**config.mk**
```make
export PLATFORM = sky130hd
export DESIGN_NAME = udma_eth_rx_slot_manager_flat
export DESIGN_NICKNAME = d
export VERILOG_FILES = /design/src/rtl/udma_eth_rx_slot_manager_if.sv /design/src/rtl/udma_eth_rx_slot_manager.sv /design/src/flat_wrapper.sv
export SDC_FILE = /design/constraint.sdc
export NUM_CORES = 1
export LEC_CHECK = 0
export CAP_MARGIN = 20
export CORE_MARGIN = 1
export CORE_UTILIZATION = 40
export CTS_CLUSTER_SIZE = 14
export DETAILED_ROUTE_END_ITERATION = 10
export GPL_TIMING_DRIVEN = 1
export MAX_ROUTING_LAYER = met4
export SYNTH_ARGS = -nofsm -noshare
export SYNTH_HDL_FRONTEND = slang
export SYNTH_SLANG_ARGS = --single-unit
```
**constraint.sdc**
```tcl
create_clock -name sys_clk_i -period 3.4 [get_ports sys_clk_i]
set_input_delay 0.68 -clock sys_clk_i [delete_from_list [all_inputs] [get_ports sys_clk_i]]
set_output_delay 0.68 -clock sys_clk_i [all_outputs]
set_load 0.02 [all_outputs]
```
**src/rtl/udma_eth_rx_slot_manager_if.sv**
```systemverilog
// ---------------------------------------------------------------------------
// udma_eth_rx_slot_manager_if
//
// Bundles every non-clock/reset signal of the RX slot manager.
//   alloc_*              : slot request/grant handshake with the RX stream
//                          controller, plus the granted slot's start address
//   fill_done/fill_size  : packet completion report from the RX controller
//   reg_startaddr0..3    : per-slot L2 start addresses from the register file
//   reg_release/reg_clr  : software pop of the head slot / synchronous flush
//   reg_head_* / counts  : ready-queue head and status back to the registers
//   eth_*_event          : single-cycle event pulses
//
// Modports:
//   master : environment side (RX controller + register file)
//   slave  : the slot manager itself
// ---------------------------------------------------------------------------
interface udma_eth_rx_slot_manager_if #(
    parameter int L2_AWIDTH_NOAL = 12,
    parameter int TRANS_SIZE     = 16,
    parameter int DROP_CNT_W     = 16
);
    logic                      alloc_req_i;
    logic                      alloc_gnt_o;
    logic                      alloc_nack_o;
    logic [1:0]                alloc_slot_o;
    logic [L2_AWIDTH_NOAL-1:0] alloc_addr_o;
    logic [L2_AWIDTH_NOAL-1:0] reg_startaddr0_i;
    logic [L2_AWIDTH_NOAL-1:0] reg_startaddr1_i;
    logic [L2_AWIDTH_NOAL-1:0] reg_startaddr2_i;
    logic [L2_AWIDTH_NOAL-1:0] reg_startaddr3_i;
    logic                      fill_done_i;
    logic [TRANS_SIZE-1:0]     fill_size_i;
    logic                      reg_release_i;
    logic                      reg_clr_i;
    logic                      reg_head_valid_o;
    logic [1:0]                reg_head_slot_o;
    logic [TRANS_SIZE-1:0]     reg_head_size_o;
    logic [2:0]                reg_free_cnt_o;
    logic [DROP_CNT_W-1:0]     reg_drop_cnt_o;
    logic                      eth_rx_event_o;
    logic                      eth_error_event_o;

    modport master (
        output alloc_req_i, fill_done_i, fill_size_i,
        output reg_startaddr0_i, reg_startaddr1_i, reg_startaddr2_i, reg_startaddr3_i,
        output reg_release_i, reg_clr_i,
        input  alloc_gnt_o, alloc_nack_o, alloc_slot_o, alloc_addr_o,
        input  reg_head_valid_o, reg_head_slot_o, reg_head_size_o,
        input  reg_free_cnt_o, reg_drop_cnt_o, eth_rx_event_o, eth_error_event_o
    );

    modport slave (
        input  alloc_req_i, fill_done_i, fill_size_i,
        input  reg_startaddr0_i, reg_startaddr1_i, reg_startaddr2_i, reg_startaddr3_i,
        input  reg_release_i, reg_clr_i,
        output alloc_gnt_o, alloc_nack_o, alloc_slot_o, alloc_addr_o,
        output reg_head_valid_o, reg_head_slot_o, reg_head_size_o,
        output reg_free_cnt_o, reg_drop_cnt_o, eth_rx_event_o, eth_error_event_o
    );
endinterface

```
**src/rtl/udma_eth_rx_slot_manager.sv**
```systemverilog
// ---------------------------------------------------------------------------
// udma_eth_rx_slot_manager
//
// Owns four L2 receive slots. Grants one FREE slot per packet request from
// the RX stream controller, queues completed slots in grant order for
// software, and returns the head slot to the free pool on software release.
//
// Ports:
//   sys_clk_i  : system clock
//   sys_rstn_i : asynchronous active-low reset
//   bus        : udma_eth_rx_slot_manager_if.slave (handshake, register and
//                event signals; see the interface file)
// ---------------------------------------------------------------------------
module udma_eth_rx_slot_manager #(
    parameter int L2_AWIDTH_NOAL = 12,
    parameter int TRANS_SIZE     = 16,
    parameter int DROP_CNT_W     = 16
) (
    input  logic                          sys_clk_i,
    input  logic                          sys_rstn_i,
    udma_eth_rx_slot_manager_if.slave     bus
);

    localparam logic [1:0] SLOT_FREE    = 2'd0;
    localparam logic [1:0] SLOT_FILLING = 2'd1;
    localparam logic [1:0] SLOT_FULL    = 2'd2;

    // NACK is the response cycle of a refusal: it keeps a still-high request
    // from being evaluated twice. BUSY covers the grant cycle and the fill.
    typedef enum logic [1:0] {IDLE, NACK, BUSY} fsm_e;

    fsm_e                  state_reg, state_next;
    logic [1:0]            slot_state_reg  [4];
    logic [1:0]            slot_state_next [4];
    logic [1:0]            alloc_ptr_reg, alloc_ptr_next;
    logic [1:0]            alloc_slot_reg, alloc_slot_next;
    logic                  gnt_reg, gnt_next;
    logic                  nack_reg, nack_next;
    logic                  rx_evt_reg, rx_evt_next;
    logic                  err_evt_reg, err_evt_next;
    logic [DROP_CNT_W-1:0] drop_cnt_reg, drop_cnt_next;
    logic [2:0]            free_cnt_reg, free_cnt_next;

    // Ready queue: slot indices in grant order, plus one size per slot.
    logic [1:0]            q_mem_reg [4];
    logic [1:0]            q_rd_ptr_reg, q_rd_ptr_next;
    logic [1:0]            q_wr_ptr_reg, q_wr_ptr_next;
    logic [2:0]            q_cnt_reg, q_cnt_next;
    logic [TRANS_SIZE-1:0] size_reg [4];

    logic                  push, pop;
    logic [1:0]            head_slot;
    logic [3:0]            slot_is_free;
    logic                  free_found;
    logic [1:0]            free_idx;

    genvar gi;
    generate
        for (gi = 0; gi < 4; gi++) begin : g_free
            assign slot_is_free[gi] = (slot_state_reg[gi] == SLOT_FREE);
        end
    endgenerate

    assign head_slot = q_mem_reg[q_rd_ptr_reg];

    // First FREE slot at or after alloc_ptr, wrapping mod 4. Scanning the
    // offsets downward lets the smallest offset win.
    always_comb begin
        logic [1:0] cand;
        free_found = 1'b0;
        free_idx   = alloc_ptr_reg;
        cand       = '0;
        for (int i = 3; i >= 0; i--) begin
            cand = alloc_ptr_reg + 2'(i);
            if (slot_is_free[cand]) begin
                free_found = 1'b1;
                free_idx   = cand;
            end
        end
    end

    always_comb begin
        state_next      = state_reg;
        slot_state_next = slot_state_reg;
        alloc_ptr_next  = alloc_ptr_reg;
        alloc_slot_next = alloc_slot_reg;
        gnt_next        = 1'b0;
        nack_next       = 1'b0;
        rx_evt_next     = 1'b0;
        err_evt_next    = 1'b0;
        drop_cnt_next   = drop_cnt_reg;
        push            = 1'b0;
        pop             = 1'b0;

        // Release on an empty queue is a software error, not a state change.
        if (bus.reg_release_i) begin
            if (q_cnt_reg != 3'd0) pop = 1'b1;
            else                   err_evt_next = 1'b1;
        end

        case (state_reg)
            IDLE: begin
                // Evaluated against the pre-release pool: a slot freed by a
                // release in this same cycle cannot be granted yet.
                if (bus.alloc_req_i) begin
                    if (free_found) begin
                        gnt_next                  = 1'b1;
                        alloc_slot_next           = free_idx;
                        slot_state_next[free_idx] = SLOT_FILLING;
                        alloc_ptr_next            = free_idx + 2'd1;
                        state_next                = BUSY;
                    end else begin
                        nack_next    = 1'b1;
                        err_evt_next = 1'b1;
                        if (drop_cnt_reg != '1)
                            drop_cnt_next = drop_cnt_reg + DROP_CNT_W'(1);
                        state_next   = NACK;
                    end
                end
            end
            NACK: begin
                state_next = IDLE;
            end
            BUSY: begin
                if (bus.fill_done_i) begin
                    if (bus.fill_size_i != '0) begin
                        slot_state_next[alloc_slot_reg] = SLOT_FULL;
                        push        = 1'b1;
                        rx_evt_next = 1'b1;
                    end else begin
                        slot_state_next[alloc_slot_reg] = SLOT_FREE;
                    end
                    state_next = IDLE;
                end
            end
            default: state_next = IDLE;
        endcase

        // The popped slot is FULL, so it never collides with the FILLING one.
        if (pop) slot_state_next[head_slot] = SLOT_FREE;

        q_wr_ptr_next = q_wr_ptr_reg + {1'b0, push};
        q_rd_ptr_next = q_rd_ptr_reg + {1'b0, pop};
        q_cnt_next    = q_cnt_reg + {2'b00, push} - {2'b00, pop};

        if (bus.reg_clr_i) begin
            state_next      = IDLE;
            slot_state_next = '{default: SLOT_FREE};
            alloc_ptr_next  = '0;
            alloc_slot_next = '0;
            gnt_next        = 1'b0;
            nack_next       = 1'b0;
            rx_evt_next     = 1'b0;
            err_evt_next    = 1'b0;
            drop_cnt_next   = '0;
            push            = 1'b0;
            q_wr_ptr_next   = '0;
            q_rd_ptr_next   = '0;
            q_cnt_next      = '0;
        end

        free_cnt_next = '0;
        for (int i = 0; i < 4; i++) begin
            if (slot_state_next[i] == SLOT_FREE) free_cnt_next = free_cnt_next + 3'd1;
        end
    end

    always_ff @(posedge sys_clk_i or negedge sys_rstn_i) begin
        if (!sys_rstn_i) begin
            state_reg      <= IDLE;
            slot_state_reg <= '{default: SLOT_FREE};
            alloc_ptr_reg  <= '0;
            alloc_slot_reg <= '0;
            gnt_reg        <= 1'b0;
            nack_reg       <= 1'b0;
            rx_evt_reg     <= 1'b0;
            err_evt_reg    <= 1'b0;
            drop_cnt_reg   <= '0;
            free_cnt_reg   <= 3'd4;
            q_rd_ptr_reg   <= '0;
            q_wr_ptr_reg   <= '0;
            q_cnt_reg      <= '0;
            q_mem_reg      <= '{default: 2'd0};
            size_reg       <= '{default: '0};
        end else begin
            state_reg      <= state_next;
            slot_state_reg <= slot_state_next;
            alloc_ptr_reg  <= alloc_ptr_next;
            alloc_slot_reg <= alloc_slot_next;
            gnt_reg        <= gnt_next;
            nack_reg       <= nack_next;
            rx_evt_reg     <= rx_evt_next;
            err_evt_reg    <= err_evt_next;
            drop_cnt_reg   <= drop_cnt_next;
            free_cnt_reg   <= free_cnt_next;
            q_rd_ptr_reg   <= q_rd_ptr_next;
            q_wr_ptr_reg   <= q_wr_ptr_next;
            q_cnt_reg      <= q_cnt_next;
            if (push) begin
                q_mem_reg[q_wr_ptr_reg] <= alloc_slot_reg;
                size_reg[alloc_slot_reg] <= bus.fill_size_i;
            end
        end
    end

    always_comb begin
        case (alloc_slot_reg)
            2'd0:    bus.alloc_addr_o = bus.reg_startaddr0_i;
            2'd1:    bus.alloc_addr_o = bus.reg_startaddr1_i;
            2'd2:    bus.alloc_addr_o = bus.reg_startaddr2_i;
            default: bus.alloc_addr_o = bus.reg_startaddr3_i;
        endcase
    end

    // Head fields read as zero while the queue is empty.
    assign bus.reg_head_valid_o  = (q_cnt_reg != 3'd0);
    assign bus.reg_head_slot_o   = bus.reg_head_valid_o ? head_slot : 2'd0;
    assign bus.reg_head_size_o   = bus.reg_head_valid_o ? size_reg[head_slot] : '0;
    assign bus.alloc_gnt_o       = gnt_reg;
    assign bus.alloc_nack_o      = nack_reg;
    assign bus.alloc_slot_o      = alloc_slot_reg;
    assign bus.reg_free_cnt_o    = free_cnt_reg;
    assign bus.reg_drop_cnt_o    = drop_cnt_reg;
    assign bus.eth_rx_event_o    = rx_evt_reg;
    assign bus.eth_error_event_o = err_evt_reg;

endmodule
```
**src/flat_wrapper.sv**
```systemverilog
// flat-port wrapper written by rule: the top's interface ports become plain ports
module udma_eth_rx_slot_manager_flat 
#(
    parameter int L2_AWIDTH_NOAL = 12,
    parameter int TRANS_SIZE     = 16,
    parameter int DROP_CNT_W     = 16
)
  (sys_clk_i, sys_rstn_i, bus_alloc_req_i, bus_fill_done_i, bus_fill_size_i, bus_reg_startaddr0_i, bus_reg_startaddr1_i, bus_reg_startaddr2_i, bus_reg_startaddr3_i, bus_reg_release_i, bus_reg_clr_i, bus_alloc_gnt_o, bus_alloc_nack_o, bus_alloc_slot_o, bus_alloc_addr_o, bus_reg_head_valid_o, bus_reg_head_slot_o, bus_reg_head_size_o, bus_reg_free_cnt_o, bus_reg_drop_cnt_o, bus_eth_rx_event_o, bus_eth_error_event_o);
  udma_eth_rx_slot_manager_if #(.L2_AWIDTH_NOAL(L2_AWIDTH_NOAL), .TRANS_SIZE(TRANS_SIZE), .DROP_CNT_W(DROP_CNT_W)) bus_i ();
  input  logic sys_clk_i;
  input  logic sys_rstn_i;
  input wire logic [$bits(bus_i.alloc_req_i)-1:0] bus_alloc_req_i;
  input wire logic [$bits(bus_i.fill_done_i)-1:0] bus_fill_done_i;
  input wire logic [$bits(bus_i.fill_size_i)-1:0] bus_fill_size_i;
  input wire logic [$bits(bus_i.reg_startaddr0_i)-1:0] bus_reg_startaddr0_i;
  input wire logic [$bits(bus_i.reg_startaddr1_i)-1:0] bus_reg_startaddr1_i;
  input wire logic [$bits(bus_i.reg_startaddr2_i)-1:0] bus_reg_startaddr2_i;
  input wire logic [$bits(bus_i.reg_startaddr3_i)-1:0] bus_reg_startaddr3_i;
  input wire logic [$bits(bus_i.reg_release_i)-1:0] bus_reg_release_i;
  input wire logic [$bits(bus_i.reg_clr_i)-1:0] bus_reg_clr_i;
  output wire logic [$bits(bus_i.alloc_gnt_o)-1:0] bus_alloc_gnt_o;
  output wire logic [$bits(bus_i.alloc_nack_o)-1:0] bus_alloc_nack_o;
  output wire logic [$bits(bus_i.alloc_slot_o)-1:0] bus_alloc_slot_o;
  output wire logic [$bits(bus_i.alloc_addr_o)-1:0] bus_alloc_addr_o;
  output wire logic [$bits(bus_i.reg_head_valid_o)-1:0] bus_reg_head_valid_o;
  output wire logic [$bits(bus_i.reg_head_slot_o)-1:0] bus_reg_head_slot_o;
  output wire logic [$bits(bus_i.reg_head_size_o)-1:0] bus_reg_head_size_o;
  output wire logic [$bits(bus_i.reg_free_cnt_o)-1:0] bus_reg_free_cnt_o;
  output wire logic [$bits(bus_i.reg_drop_cnt_o)-1:0] bus_reg_drop_cnt_o;
  output wire logic [$bits(bus_i.eth_rx_event_o)-1:0] bus_eth_rx_event_o;
  output wire logic [$bits(bus_i.eth_error_event_o)-1:0] bus_eth_error_event_o;
  assign bus_i.alloc_req_i = bus_alloc_req_i;
  assign bus_i.fill_done_i = bus_fill_done_i;
  assign bus_i.fill_size_i = bus_fill_size_i;
  assign bus_i.reg_startaddr0_i = bus_reg_startaddr0_i;
  assign bus_i.reg_startaddr1_i = bus_reg_startaddr1_i;
  assign bus_i.reg_startaddr2_i = bus_reg_startaddr2_i;
  assign bus_i.reg_startaddr3_i = bus_reg_startaddr3_i;
  assign bus_i.reg_release_i = bus_reg_release_i;
  assign bus_i.reg_clr_i = bus_reg_clr_i;
  assign bus_alloc_gnt_o = bus_i.alloc_gnt_o;
  assign bus_alloc_nack_o = bus_i.alloc_nack_o;
  assign bus_alloc_slot_o = bus_i.alloc_slot_o;
  assign bus_alloc_addr_o = bus_i.alloc_addr_o;
  assign bus_reg_head_valid_o = bus_i.reg_head_valid_o;
  assign bus_reg_head_slot_o = bus_i.reg_head_slot_o;
  assign bus_reg_head_size_o = bus_i.reg_head_size_o;
  assign bus_reg_free_cnt_o = bus_i.reg_free_cnt_o;
  assign bus_reg_drop_cnt_o = bus_i.reg_drop_cnt_o;
  assign bus_eth_rx_event_o = bus_i.eth_rx_event_o;
  assign bus_eth_error_event_o = bus_i.eth_error_event_o;
  udma_eth_rx_slot_manager #(.L2_AWIDTH_NOAL(L2_AWIDTH_NOAL), .TRANS_SIZE(TRANS_SIZE), .DROP_CNT_W(DROP_CNT_W)) u_core (.sys_clk_i(sys_clk_i), .sys_rstn_i(sys_rstn_i), .bus(bus_i));
endmodule
```
==> flow_summary_export.csv, run 1 <==
group,metric,value,unit
global_routing,grt_pass1_wl,24900,µm
timing,rsz0062_at_grt,"false",
detailed_routing,drtAntennaViolNets,0,
run,cap_viol_max_count,0,
synth,netlist_instances,468,
die,die_y,126,µm
timing,postLayoutSetupSlackWorst,0.161,ns
detailed_routing,first_pass_iters,4,
timing,timing.hold.ws,0.236,ns
detailed_routing,drtIter0Drc,194,
timing,clock_skew,0.00954,ns
die,io_pins,126,
run_status,outcome,"complete, no violations",
synth,yosysTopAreaCellShare,47.0,%
timing,tightestPinTransition,0.665,ns
synth,yosysTopAreaCell,"dfrtp_1",
critical_path,path_class,"reg -> out",
die,rows,44,
cts,cts_hold_buf,0,
timing,finalMaxSlewViolations,0,
timing,fmax,0.309,GHz
synth,syn_area,6120,µm²
critical_path,cp-start-kind,"flip-flop",
timing,min_period_over_period,95.3,%
cells_and_area,fin_nets,723,
cells_and_area,synthToLayoutAreaGrowth,37.6,%
critical_path,ff2ff_setup_slack,0.24,ns
die,initial_core_util,41.5,%
critical_path,required,2.72,ns
critical_path,cp-end-kind,"output port",
critical_path,reg2reg_depth,13,
cts,cts_setup_buffers,0,
power,p_leak,3.83,nW
placed_design,post-dp-hpwl,10700,µm
power,ir_drop,0.415,mV
timing,period_needed,3.24,ns
global_routing,grt_max_degree,51,
timing,finalSetupViolCount,0,
synth,ys_seq_area_share,47.4,%
synth,synth.area.top_cells,"dfrtp_1 (47%), mux2_2 (11%), mux4_1 (6.0%)",
critical_path,cp_max_fo,19,
cts,clock_path_buffers,2,
cts,clk_latency,0.42,ns
synth,synthArstFlopShare,100,%
synth,synth_warnings,0,
timing,finalHoldViolCount,0,
cts,cts_made_buffers,17,
detailed_routing,vias,4448,
global_routing,grt_pass1_vias,4717,
synth,synth_seq_cells,116,
cells_and_area,diodes,0,
global_routing,grt_remaining_overflow,0,
die,die_w,126,µm
synth,synth_top_flop_cell,"dfrtp_1",
synth,synth.distinct_cells,63,
cts,path_clk_slew,0.05,ns
synth,synth_edf_count,0,
detailed_routing,avgViaCountPerCell,5.30,
global_routing,antenna_found_initial,0,
synth,avgSynthCellArea,13.1,µm²
placed_design,gp_congestion,0.871,
placed_design,io_buffers,125,
cts,cts_root_buffer,"clkbuf_16",
cells_and_area,drive_gt1_share,28.1,%
die,die_area,15800,µm²
detailed_routing,drc,0,
synth,synth_nets,549,
critical_path,arrival,2.56,ns
hold_path,worstHoldPathType,"in -> async",
detailed_routing,wl_per_cell,17.9,µm
detailed_routing,wl,15100,µm
power,powerDensity,579,nW/µm²
cts,cts_max_level,4,
cts,cts_tree,"built",
die,core,14800,µm²
placed_design,dpl_worst_slack,-0.0780,ns
timing,setup-tns-final,0,ns
cts,clock-sinks,116,
timing,max-slew-margin-rel,55.6,%
global_routing,grt_use_total,21.2,%
cells_and_area,largest_reg_flops,64,
==> metal layers <==
layer | up-vias | global-route usage [%] | share of wire (%)
met4 | 0 | 7.25 | 1.4
met1 | 2263 | 26.4 | 45
met3 | 17 | 5.06 | 3.7
met5 | - | - | 0
li1 | 2071 | - | -
met2 | 97 | 33.9 | 49
==> layout by cell type, fill, tap and decap left out, types with 3 or more instances in the layout <==
cell and count:
a211oi_1 6, a21o_1 3, a21oi_1 12, and2_1 21
buf_12 5, buf_4 44, clkbuf_1 7, clkbuf_16 17
clkdlybuf4s50_1 108, clkinv_2 5, dfrtp_1 115, dlygate4sd2_1 15
ha_1 10, inv_1 13, mux2_2 62, mux2_4 10
mux2i_1 5, mux4_1 14, mux4_2 16, nand2_1 12
nand3_1 11, nand3b_1 3, nor2_1 44, nor2b_1 8
nor3_1 8, nor3b_1 3, nor4_1 4, o21ai_0 6
or2_2 3, or3_1 3, xnor2_1 9, xor2_1 8
==> cell type report <==
cell class,count,area (µm²)
clock buffers,26,479
clock inverters,6,55.1
fillers,1234,6330
inverters,13,48.8
multi-input cells,321,3050
flip-flops and latches,116,2900
well taps,184,230
repair buffers,173,1660
==> logic make-up (layout without fill, tap and decap cells) <==
family,Yosys count,count (layout),share of synthesized area (%)
AND/OR/NAND/NOR,140,140,13.0
flip-flops,116,116,47.4
multiplexers,108,108,26.8
AO/OA/AOI/OAI,44,44,5.01
buffers and inverters,31,218,2.76
XOR/XNOR,18,18,2.70
adder cells (fa/ha/maj),11,11,2.37
==> power breakdown <==
| part | switching [mW] | leakage (nW) | total [mW] | internal, mW |
|---|---|---|---|---|
| clock | 0.592 | 0.266 | 1.63 | 1.03 |
| combinational | 0.752 | 2.00 | 1.55 | 0.801 |
| sequential | 0.110 | 1.56 | 1.69 | 1.58 |
| total | 1.45 | 3.83 | 4.87 | 3.42 |
==> synthesized netlist by cell type (3+ instances only) <==
cell,n
a211oi_1,6
a21o_1,3
a21oi_1,12
and2_1,21
buf_2,5
buf_6,3
clkbuf_1,6
dfrtp_1,115
ha_1,10
inv_1,13
mux2_2,62
mux2_4,10
mux2i_1,5
mux4_1,14
mux4_2,16
nand2_1,12
nand3_1,11
nand3b_1,3
nor2_1,44
nor2b_1,8
nor3_1,8
nor3b_1,3
nor4_1,4
o21ai_0,6
or2_2,3
or3_1,3
xnor2_1,9
xor2_1,8
==> final timing paths <==
check,from,to
hold reg to reg,u_core.size_reg[60],u_core.size_reg[60]
setup reg to reg,u_core.slot_state_reg[0],u_core.bus.reg_free_cnt_o[1]
setup / recovery,u_core.q_rd_ptr_reg[0],bus_reg_head_size_o[8]
min in group sys_clk_i,u_core.size_reg[60],u_core.size_reg[60]
max in group asynchronous,sys_rstn_i,u_core.bus.reg_drop_cnt_o[5]
hold / removal,sys_rstn_i,u_core.size_reg[13]
==> repair_timing <==
| action | CTS | global route |
|---|---|---|
| pin swaps | 0 | 0 |
| setup endpoints to repair | 15 | 1 |
| gates resized for setup | 15 | 1 |
| hold endpoints to repair | 0 | 0 |
| gates cloned | 0 | 0 |
==> critical path, stage by stage, from the launching register on <==
cell and delay, ns:
dfrtp_1 0.41, mux4_2 0.55, buf_12 0.19, mux4_1 0.49, and2_1 0.18, dlygate4sd2_1 0.31
==> per-stage QoR <==
step,total power [mW],std cells,utilization (%),area [µm²]
floorplan,2.63,468,-,6120
global placement,3.31,807,53.6,7900
detailed placement,3.35,807,53.6,7900
CTS,4.93,839,57.1,8420
global route,5.14,839,57.1,8420
finish,4.87,839,57.1,8420
(Power assumes the default switching activity.)
==> inputs of run 2 (changes only) <==
Settings changed: GPL_TIMING_DRIVEN 1 to 0.
==> run 2 against run 1 <==
  * Register-to-register slack got worse by 0.08 ns
  * Critical path depth is 1 higher
  * Sequential share of layout area increased by 0.99 points
  * Worst hold slack got worse by 0.12 ns
  * Critical endpoint is now bus_reg_head_size_o[10]
  * Largest power group is now the clock network
  * Highest routed layer unchanged
==> flow_summary_export.csv, run 2 (synthesized netlist as in run 1, its figures left out) <==
group,metric,value,unit
run_status,outcome,"complete, no violations",
critical_path,crit_family,"multiplexers",
detailed_routing,avgViaCountPerCell,5.43,
critical_path,reg2reg_depth,11,
cts,clk_latency,0.42,ns
detailed_routing,drtIter0Drc,287,
placed_design,post-dp-hpwl,10700,µm
cells_and_area,largest_reg_flops,64,
timing,fmax,0.303,GHz
critical_path,cp-end-kind,"output port",
power,fin_total_pwr,4.89,mW
critical_path,critPathBufInv,3,
global_routing,grt_use_total,21.3,%
cts,cts_root_buffer,"clkbuf_16",
die,initial_core_util,41.5,%
cts,clock-sinks,116,
cts,cts_max_level,4,
detailed_routing,met1_length,6700,µm
die,die_w,126,µm
die,core,14800,µm²
timing,clock_skew,0.00493,ns
placed_design,dpl_worst_slack,-0.333,ns
critical_path,slowest_stage,"mux4_2",
timing,min_period_over_period,97.1,%
run,cap_viol_max_count,0,
global_routing,grt_pass1_vias,4707,
die,die_y,126,µm
placed_design,io_buffers,124,
cells_and_area,synthToLayoutAreaGrowth,33.7,%
cts,path_clk_slew,0.05,ns
die,rows,44,
cts,clock_path_buffers,2,
detailed_routing,vias,4380,
detailed_routing,dr_wl_met3,689,µm
critical_path,path_class,"reg -> out",
cells_and_area,fin_cells,807,
detailed_routing,wl,15000,µm
power,p_leak,3.66,nW
detailed_routing,drc,0,
cells_and_area,drive_gt1_share,25.5,%
critical_path,crit_cells,6,
detailed_routing,wl_met2,7400,µm
critical_path,cp-endpoint,"bus_reg_head_size_o[10]",
critical_path,required,2.72,ns
critical_path,cp_max_fo,10,
cts,cts_hold_buf,0,
global_routing,grt_max_degree,94,
timing,rsz0062_at_grt,"false",
critical_path,r2r_start,"u_core.slot_state_reg[0]",
cells_and_area,stdcell_area,8190,µm²
global_routing,grt_pass1_wl,24900,µm
global_routing,grt_remaining_overflow,0,
hold_path,worstHoldPathType,"in -> async",
critical_path,arrival,2.62,ns
timing,postLayoutSetupSlackWorst,0.0983,ns
timing,period_needed,3.30,ns
critical_path,rr_endpoint,"u_core.bus.reg_free_cnt_o[1]",
critical_path,path_cells,"mux4_2 -> buf_6 -> buf_12 -> mux4_1 -> and2_1 -> dlygate4sd2_1",
timing,tightestPinTransition,0.815,ns
cells_and_area,fin_nets,693,
critical_path,cp-start-kind,"flip-flop",
timing,finalHoldViolCount,0,
critical_path,crit_path_start,"u_core.q_rd_ptr_reg[0]",
cells_and_area,fin_util,55.5,%
detailed_routing,first_pass_iters,4,
power,powerDensity,598,nW/µm²
cts,cts_made_buffers,17,
critical_path,cp_slowest_stage_delay,0.54,ns
die,io_pins,126,
cts,cts_tree,"built",
critical_path,ff2ff_setup_slack,0.16,ns
timing,finalMaxSlewViolations,0,
placed_design,gp_congestion,0.868,
timing,finalSetupViolCount,0,
detailed_routing,drtAntennaViolNets,0,
cells_and_area,final_common_cell,"dfrtp_1",
timing,max-slew-margin-rel,45.3,%
detailed_routing,top_layer_used,"met4",
cells_and_area,diodes,0,
cells_and_area,final_cell_mix,"dfrtp_1 (115), clkdlybuf4s50_1 (107), mux2_2 (62)",
detailed_routing,wl_per_cell,18.6,µm
placed_design,dp.cells,777,
power,ir_drop,0.382,mV
die,die_area,15800,µm²
placed_design,placed_area,7620,µm²
global_routing,antenna_found_initial,0,
-- run 2: layout make-up --
class / count / area (µm²)
Timing Repair Buffer: 126 / 1250
Buffer: 17 / 133
Inverter: 13 / 48.8
Multi-Input combinational cell: 321 / 3050
Tap cell: 184 / 230
Clock buffer: 26 / 519
Sequential cell: 116 / 2900
Fill cell: 1242 / 6570
Clock inverter: 4 / 45.0
-- run 2: metrics by stage --
step / TNS (ns) / hold WS (ns)
floorplan: 0 / 0.384
global placement: -329.22 / 0.478
detailed placement: -0.672 / 0.487
CTS: 0 / 0.111
global route: 0 / 0.120
finish: 0 / 0.115
-- run 2: report_power, final --
part	switching [mW]	internal, mW
clock	0.597	1.11
sequential	0.113	1.58
combinational	0.740	0.753
total	1.45	3.44
-- run 2: worst min-delay path by stage --
stage                              from                      end  slack [ns]  depth (start not counted)
floorplan                    sys_rstn_i  u_core.alloc_ptr_reg[0]        0.38                          0
global placement    u_core.size_reg[38]      u_core.size_reg[38]        0.48                          1
detailed placement  u_core.size_reg[36]      u_core.size_reg[36]        0.49                          1
CTS                          sys_rstn_i      u_core.size_reg[40]        0.11                          1
global route                 sys_rstn_i      u_core.size_reg[24]        0.12                          1
finish                       sys_rstn_i      u_core.size_reg[14]        0.12                          1
-- run 2: layer usage --
layer | GRT usage, % | up-vias
met4 | 6.74 | 0
li1 | - | 2026
met3 | 5.06 | 19
met5 | - | -
met1 | 27.0 | 2205
met2 | 33.8 | 130
-- run 2: repair_timing --
item	in CTS	in global routing
gates resized for setup	24	11
setup endpoints to repair	22	8
setup buffers	1	0
